===== src/rtl/exception_ctrl.sv =====
// Precise exception / interrupt arbiter feeding the CP0 register file.
// Ports: MEM-stage instruction info and fault flags, raw hw_int lines,
//   CP0 Status/Cause/EPC in; CP0 write vector, flush, PC redirect, busy out.
module exception_ctrl #(
    parameter int              WIDTH        = 32,
    parameter logic [WIDTH-1:0] EXC_VECTOR  = 32'hBFC00380,
    parameter int              FLUSH_CYCLES = 2
) (
    input  logic             clk,
    input  logic             rst,
    input  logic             mem_valid,
    input  logic [WIDTH-1:0] mem_pc,
    input  logic             mem_bd,
    input  logic [WIDTH-1:0] mem_badaddr,
    input  logic             exc_if_adel,
    input  logic             exc_ri,
    input  logic             exc_ov,
    input  logic             exc_sys,
    input  logic             exc_bp,
    input  logic             exc_adel,
    input  logic             exc_ades,
    input  logic             mem_eret,
    input  logic [5:0]       hw_int,
    input  logic [WIDTH-1:0] status_in,
    input  logic [WIDTH-1:0] cause_in,
    input  logic [WIDTH-1:0] epc_in,
    output logic [WIDTH-1:0] cp0_we,
    output logic [WIDTH-1:0] cp0_epc,
    output logic [WIDTH-1:0] cp0_badaddr,
    output logic [4:0]       cp0_exccode,
    output logic             cp0_bd,
    output logic [7:0]       cp0_int_en,
    output logic             cp0_exl,
    output logic             cp0_ie,
    output logic [5:0]       cp0_hw_int,
    output logic             flush,
    output logic             redirect_valid,
    output logic [WIDTH-1:0] redirect_pc,
    output logic             busy
);

    localparam int CW = $clog2(FLUSH_CYCLES + 1);

    typedef enum logic [1:0] {IDLE, EXC, ERET, FLUSH} state_t;

    state_t        state, state_nx;
    logic [CW-1:0] cnt, cnt_nx;
    logic [5:0]    sync1;
    logic          int_pend;
    logic          any_exc;
    logic          take_exc;
    logic          take_eret;
    logic [4:0]    code;
    logic          unused_bits;

    assign unused_bits = ^{status_in[WIDTH-1:16], status_in[7:2],
                           cause_in[WIDTH-1:10], cause_in[7:0]};

    // Interrupts are masked while EXL is set or IE is clear.
    always_comb begin
        int_pend = (|{cp0_hw_int & status_in[15:10],
                      cause_in[9:8] & status_in[9:8]})
                   & status_in[0] & ~status_in[1];
        any_exc  = int_pend | exc_if_adel | exc_ri | exc_ov | exc_sys
                 | exc_bp | exc_adel | exc_ades;
        code = 5'd0;
        priority case (1'b1)
            int_pend:    code = 5'd0;
            exc_if_adel: code = 5'd4;
            exc_ri:      code = 5'd10;
            exc_ov:      code = 5'd12;
            exc_sys:     code = 5'd8;
            exc_bp:      code = 5'd9;
            exc_adel:    code = 5'd4;
            exc_ades:    code = 5'd5;
            default:     code = 5'd0;
        endcase
        take_exc  = (state == IDLE) && mem_valid && any_exc;
        take_eret = (state == IDLE) && mem_valid && mem_eret && !any_exc;
    end

    always_ff @(posedge clk) begin
        if (!rst) begin
            state <= IDLE;
            cnt   <= '0;
        end else begin
            state <= state_nx;
            cnt   <= cnt_nx;
        end
    end

    always_comb begin
        state_nx       = state;
        cnt_nx         = cnt;
        cp0_we         = '0;
        flush          = 1'b0;
        redirect_valid = 1'b0;
        unique case (state)
            IDLE: begin
                cnt_nx = '0;
                if (take_exc)       state_nx = EXC;
                else if (take_eret) state_nx = ERET;
            end
            EXC: begin
                cp0_we[14:12]  = 3'b111;
                cp0_we[8]      = (cp0_exccode == 5'd4) ||
                                 (cp0_exccode == 5'd5);
                flush          = 1'b1;
                redirect_valid = 1'b1;
                cnt_nx         = CW'(1);
                state_nx       = (FLUSH_CYCLES == 1) ? IDLE : FLUSH;
            end
            ERET: begin
                cp0_we[12]     = 1'b1;
                flush          = 1'b1;
                redirect_valid = 1'b1;
                cnt_nx         = CW'(1);
                state_nx       = (FLUSH_CYCLES == 1) ? IDLE : FLUSH;
            end
            FLUSH: begin
                flush = 1'b1;
                if (cnt == CW'(FLUSH_CYCLES - 1)) begin
                    cnt_nx   = '0;
                    state_nx = IDLE;
                end else begin
                    cnt_nx = cnt + CW'(1);
                end
            end
            default: state_nx = IDLE;
        endcase
    end

    assign busy = (state != IDLE);

    // Event context is captured on the accepting edge so the CP0
    // write in EXC sees stable values regardless of MEM-stage churn.
    always_ff @(posedge clk) begin
        if (!rst) begin
            sync1       <= '0;
            cp0_hw_int  <= '0;
            cp0_epc     <= '0;
            cp0_badaddr <= '0;
            cp0_exccode <= '0;
            cp0_bd      <= 1'b0;
            cp0_int_en  <= '0;
            cp0_exl     <= 1'b0;
            cp0_ie      <= 1'b0;
            redirect_pc <= '0;
        end else begin
            sync1      <= hw_int;
            cp0_hw_int <= sync1;
            if (take_exc) begin
                cp0_epc     <= mem_bd ? mem_pc - WIDTH'(4) : mem_pc;
                cp0_bd      <= mem_bd;
                cp0_badaddr <= exc_if_adel ? mem_pc : mem_badaddr;
                cp0_exccode <= code;
                cp0_int_en  <= status_in[15:8];
                cp0_ie      <= status_in[0];
                cp0_exl     <= 1'b1;
                redirect_pc <= EXC_VECTOR;
            end else if (take_eret) begin
                cp0_exl     <= 1'b0;
                redirect_pc <= epc_in;
            end
        end
    end

endmodule

===== config.mk =====
export PLATFORM = sky130hd
export DESIGN_NAME = exception_ctrl
export DESIGN_NICKNAME = d
export VERILOG_FILES = /design/src/rtl/exception_ctrl.sv
export SDC_FILE = /design/constraint.sdc
export NUM_CORES = 1
export LEC_CHECK = 0
export ABC_CLOCK_PERIOD_IN_PS = 2540
export CAP_MARGIN = 10
export CORE_AREA = 2 2 129 131
export CTS_BUF_LIST = sky130_fd_sc_hd__clkbuf_16
export CTS_CLUSTER_DIAMETER = 200
export DETAILED_ROUTE_END_ITERATION = 10
export DIE_AREA = 0 0 131 133
export GPL_TIMING_DRIVEN = 1
export PLACE_DENSITY = 0.77
export SLEW_MARGIN = 20
export SYNTH_ARGS = -nofsm -noshare
export SYNTH_HDL_FRONTEND = slang
export SYNTH_SLANG_ARGS = --single-unit
export TNS_END_PERCENT = 5

===== constraint.sdc =====
create_clock -name clk -period 2.54 [get_ports clk]
set_input_delay 0.762 -clock clk [delete_from_list [all_inputs] [get_ports clk]]
set_output_delay 0.762 -clock clk [all_outputs]
set_load 0.01 [all_outputs]

==> run metrics <==
routed length per instance=15.1 um; kind of end point of the critical path=register; Final Hold Slack=0.434 ns; commonest non-fill, non-tap cell in the layout=clkdlybuf4s50_1; Final WS setup=0.0660 ns; CTS hold repair buffers=0; reg2reg end=redirect_pc[31]; Flop pwr share=34.8%; status=finished clean; DIE WIDTH=131 um; Sw Pwr=0.00222 W; CP startpoint=status_in[8]; antenna cells=0; Place WS=-0.393 ns; largest net degree at the start of global routing=60; Area contributors post-synth=dfxtp_1, o211a_1, nand2_1; r2r setup slk=0.67 ns; Nets=1,107; min cycle time layout=2.47 ns; Fin Clk Skew=0.00580 ns; PortBufs=249; CP max stage cell=or3_1; largest area contributor in the netlist=dfxtp_1; CP arrival=2.77 ns; CP peak stage delay=0.46 ns; Cell Int Power=0.00524 W; Clock transition at path regs=0.05 ns; R2R cell count=5; Netlist cell types=55; PwrDens=789 nW/um^2; Max Clock Freq=0.404 GHz; worst-path fanout max=9; FF-to-FF Start=cp0_hw_int[2]; 1st-iter DRT viols=127; TritonCTS clock tree=built; Final setup viols=0; Core Region=16,200 um^2; post-synth top area share=43.6%; critical setup path kind=primary input to register; maximum vdd ir drop=0.000568 V; CTS buffer count=17; Via density=4.76; IO Pins=331; Final Total Pwr=0.00746 W; All-Layer GR Usage=20.4%; worst slew pin tran=0.623 ns; post-DP HPWL=12,900 um; Leak Pwr=4.08 nW; CP cell instances=clkdlybuf4s50_1 -> a22o_1 -> a221oi_2 -> a311oi_4 -> or3_1 -> buf_4 -> o221a_2; Clk pwr share=30.0%; Slew headroom=58.4%; Worst Setup EP=redirect_pc[31]; vias in the first global route=5,460; vias post-DR=5,498; initial antenna violation count=0; Max Root-Sink Buffers=2; Ys Warns=0; Rows=47; Syn Area/Cell=9.28 um^2; clock root buffer=clkbuf_16; Logic pwr share=35.2%; DR pass1 iterations=4; max cap viols=0; CTS Sinks=127; Post-CTS Setup Bufs=0; Clock Latency Late Sink=0.41 ns; Routed Antenna Nets=0; multi-input combinational cell area=2950 um^2; RSZ-0062 raised after global routing=yes; startpoint class of the critical path=primary input; layout cells sized above 1=13.3%; gr ovfl total=0; Hold Vio Cnt, Final=0; Post-Synthesis Cells=628; worst path required time=2.84 ns; asr flop ratio synth=0%; DIE AREA=17,400 um^2; Tcrit/Tclk final=97.4%; placer congestion estimate=0.760; Pins Over Slew Limit=0; H-tree Lvls=4; Die Y=133 um; Post-route DRC=0; Area Overhead vs Synth=62.3%; DP Cell Count=1,125; Seq/Total Area, Yosys=43.6%; Layout Cells excl Fill=1,155; Net Sw Frac=29.7%; Synth Flop Type=dfxtp_1; synthesized cell area=5830 um^2; commonest non-fill, non-tap cells in the layout=clkdlybuf4s50_1, dfxtp_1, nand2_1; HP Class=register to register; drt total wl=17,500 um; # fillers=1,451; Post-synth EDFFs=0; Initial Util=36.0%; FF+latch count, synth=127; register area=2540 um^2; first-pass GRT wire length=27,600 um
per-layer routing:
layer	global-route usage [%]	wire (um)	up-vias
li1	-	-	2725
met1	22.5	6820	2556
met2	35.2	8830	197
met3	8.45	1520	20
met4	6.38	284	0
met5	0	0	-
synth_stat cells (9+ instances only):
cell and number:
nor3_1 10, o221a_1 10, a21oi_1 32, and2_1 13, nor2_1 15, clkbuf_1 25
xnor2_1 21, dfxtp_1 127, buf_4 32, buf_2 16, mux2i_1 34, o211a_1 49
a21boi_0 9, nand2_1 120, o21ai_0 15
cell families (layout without fill, tap and decap cells):
logic type	count (synthesis)	after routing	synth area share, %
AND/OR/NAND/NOR	210	210	17.7
AO/OA/AOI/OAI	140	140	19.3
flip-flops	127	127	43.6
buffers and inverters	83	362	8.14
multiplexers	34	34	5.84
XOR/XNOR	28	28	4.21
adder cells (fa/ha/maj)	5	5	1.07
other	1	29	0.0644
worst max-delay path: cells and delay by family:
family / cells / cell delay (ns)
and+or+nand+nor: 1 / 0.46
buffers and inverters: 2 / 0.62
AOI/OAI and AO/OA: 4 / 0.93
worst min path at each step:
stage | start | to | depth (start not counted)
5_1_grt | sync1[3] | cp0_hw_int[3] | 1
6_report | sync1[2] | cp0_hw_int[2] | 1
3_3_place_gp | sync1[3] | cp0_hw_int[3] | 1
4_1_cts | sync1[0] | cp0_hw_int[0] | 1
3_5_place_dp | sync1[0] | cp0_hw_int[0] | 1
2_1_floorplan | sync1[0] | cp0_hw_int[0] | 1
flip-flops by register name, summed over array words and instances (netlist names):
name / cells
cp0_epc: 32
cp0_int_en: 8
cnt: 2
cp0_exccode: 4
cp0_bd: 1
state: 2
redirect_pc: 32
cp0_exl: 1
cp0_hw_int: 6
cp0_badaddr: 32
sync1: 6
cp0_ie: 1
area by class of cell:
cell class                      count  area share (%)
Clock buffer                       17            4.50
Inverter                            7           0.278
Clock inverter                     13            1.18
Tap cell                          220            2.91
Timing Repair Buffer              325            33.0
Multi-Input combinational cell    446            31.2
Sequential cell                   127            26.9
per-stage QoR:
stage / utilization [%] / instance area (um^2) / setup TNS, ns
finish: 58.5 / 9450 / 0
global route: 58.5 / 9450 / -0.0552
CTS: 58.4 / 9440 / 0
detailed placement: 55.0 / 8890 / -34.38
global placement: 55.0 / 8890 / -35.86
floorplan: - / 5930 / 0
timing repair:
action	in CTS	in global routing
gates cloned	0	0
pin swaps	0	1
gates resized for setup	3	6
setup endpoints to repair	3	23
power groups by stage:
stage	Combinational, W	Sequential [W]	Clock [W]
finish	0.00263	0.00259	0.00224
floorplan	0.00105	0.00279	0
detailed placement	0.00261	0.00263	0
global placement	0.00258	0.00262	0
CTS	0.00266	0.00259	0.00230
global route	0.00286	0.00264	0.00238
No activity file was read; power rests on OpenSTA's default activity.
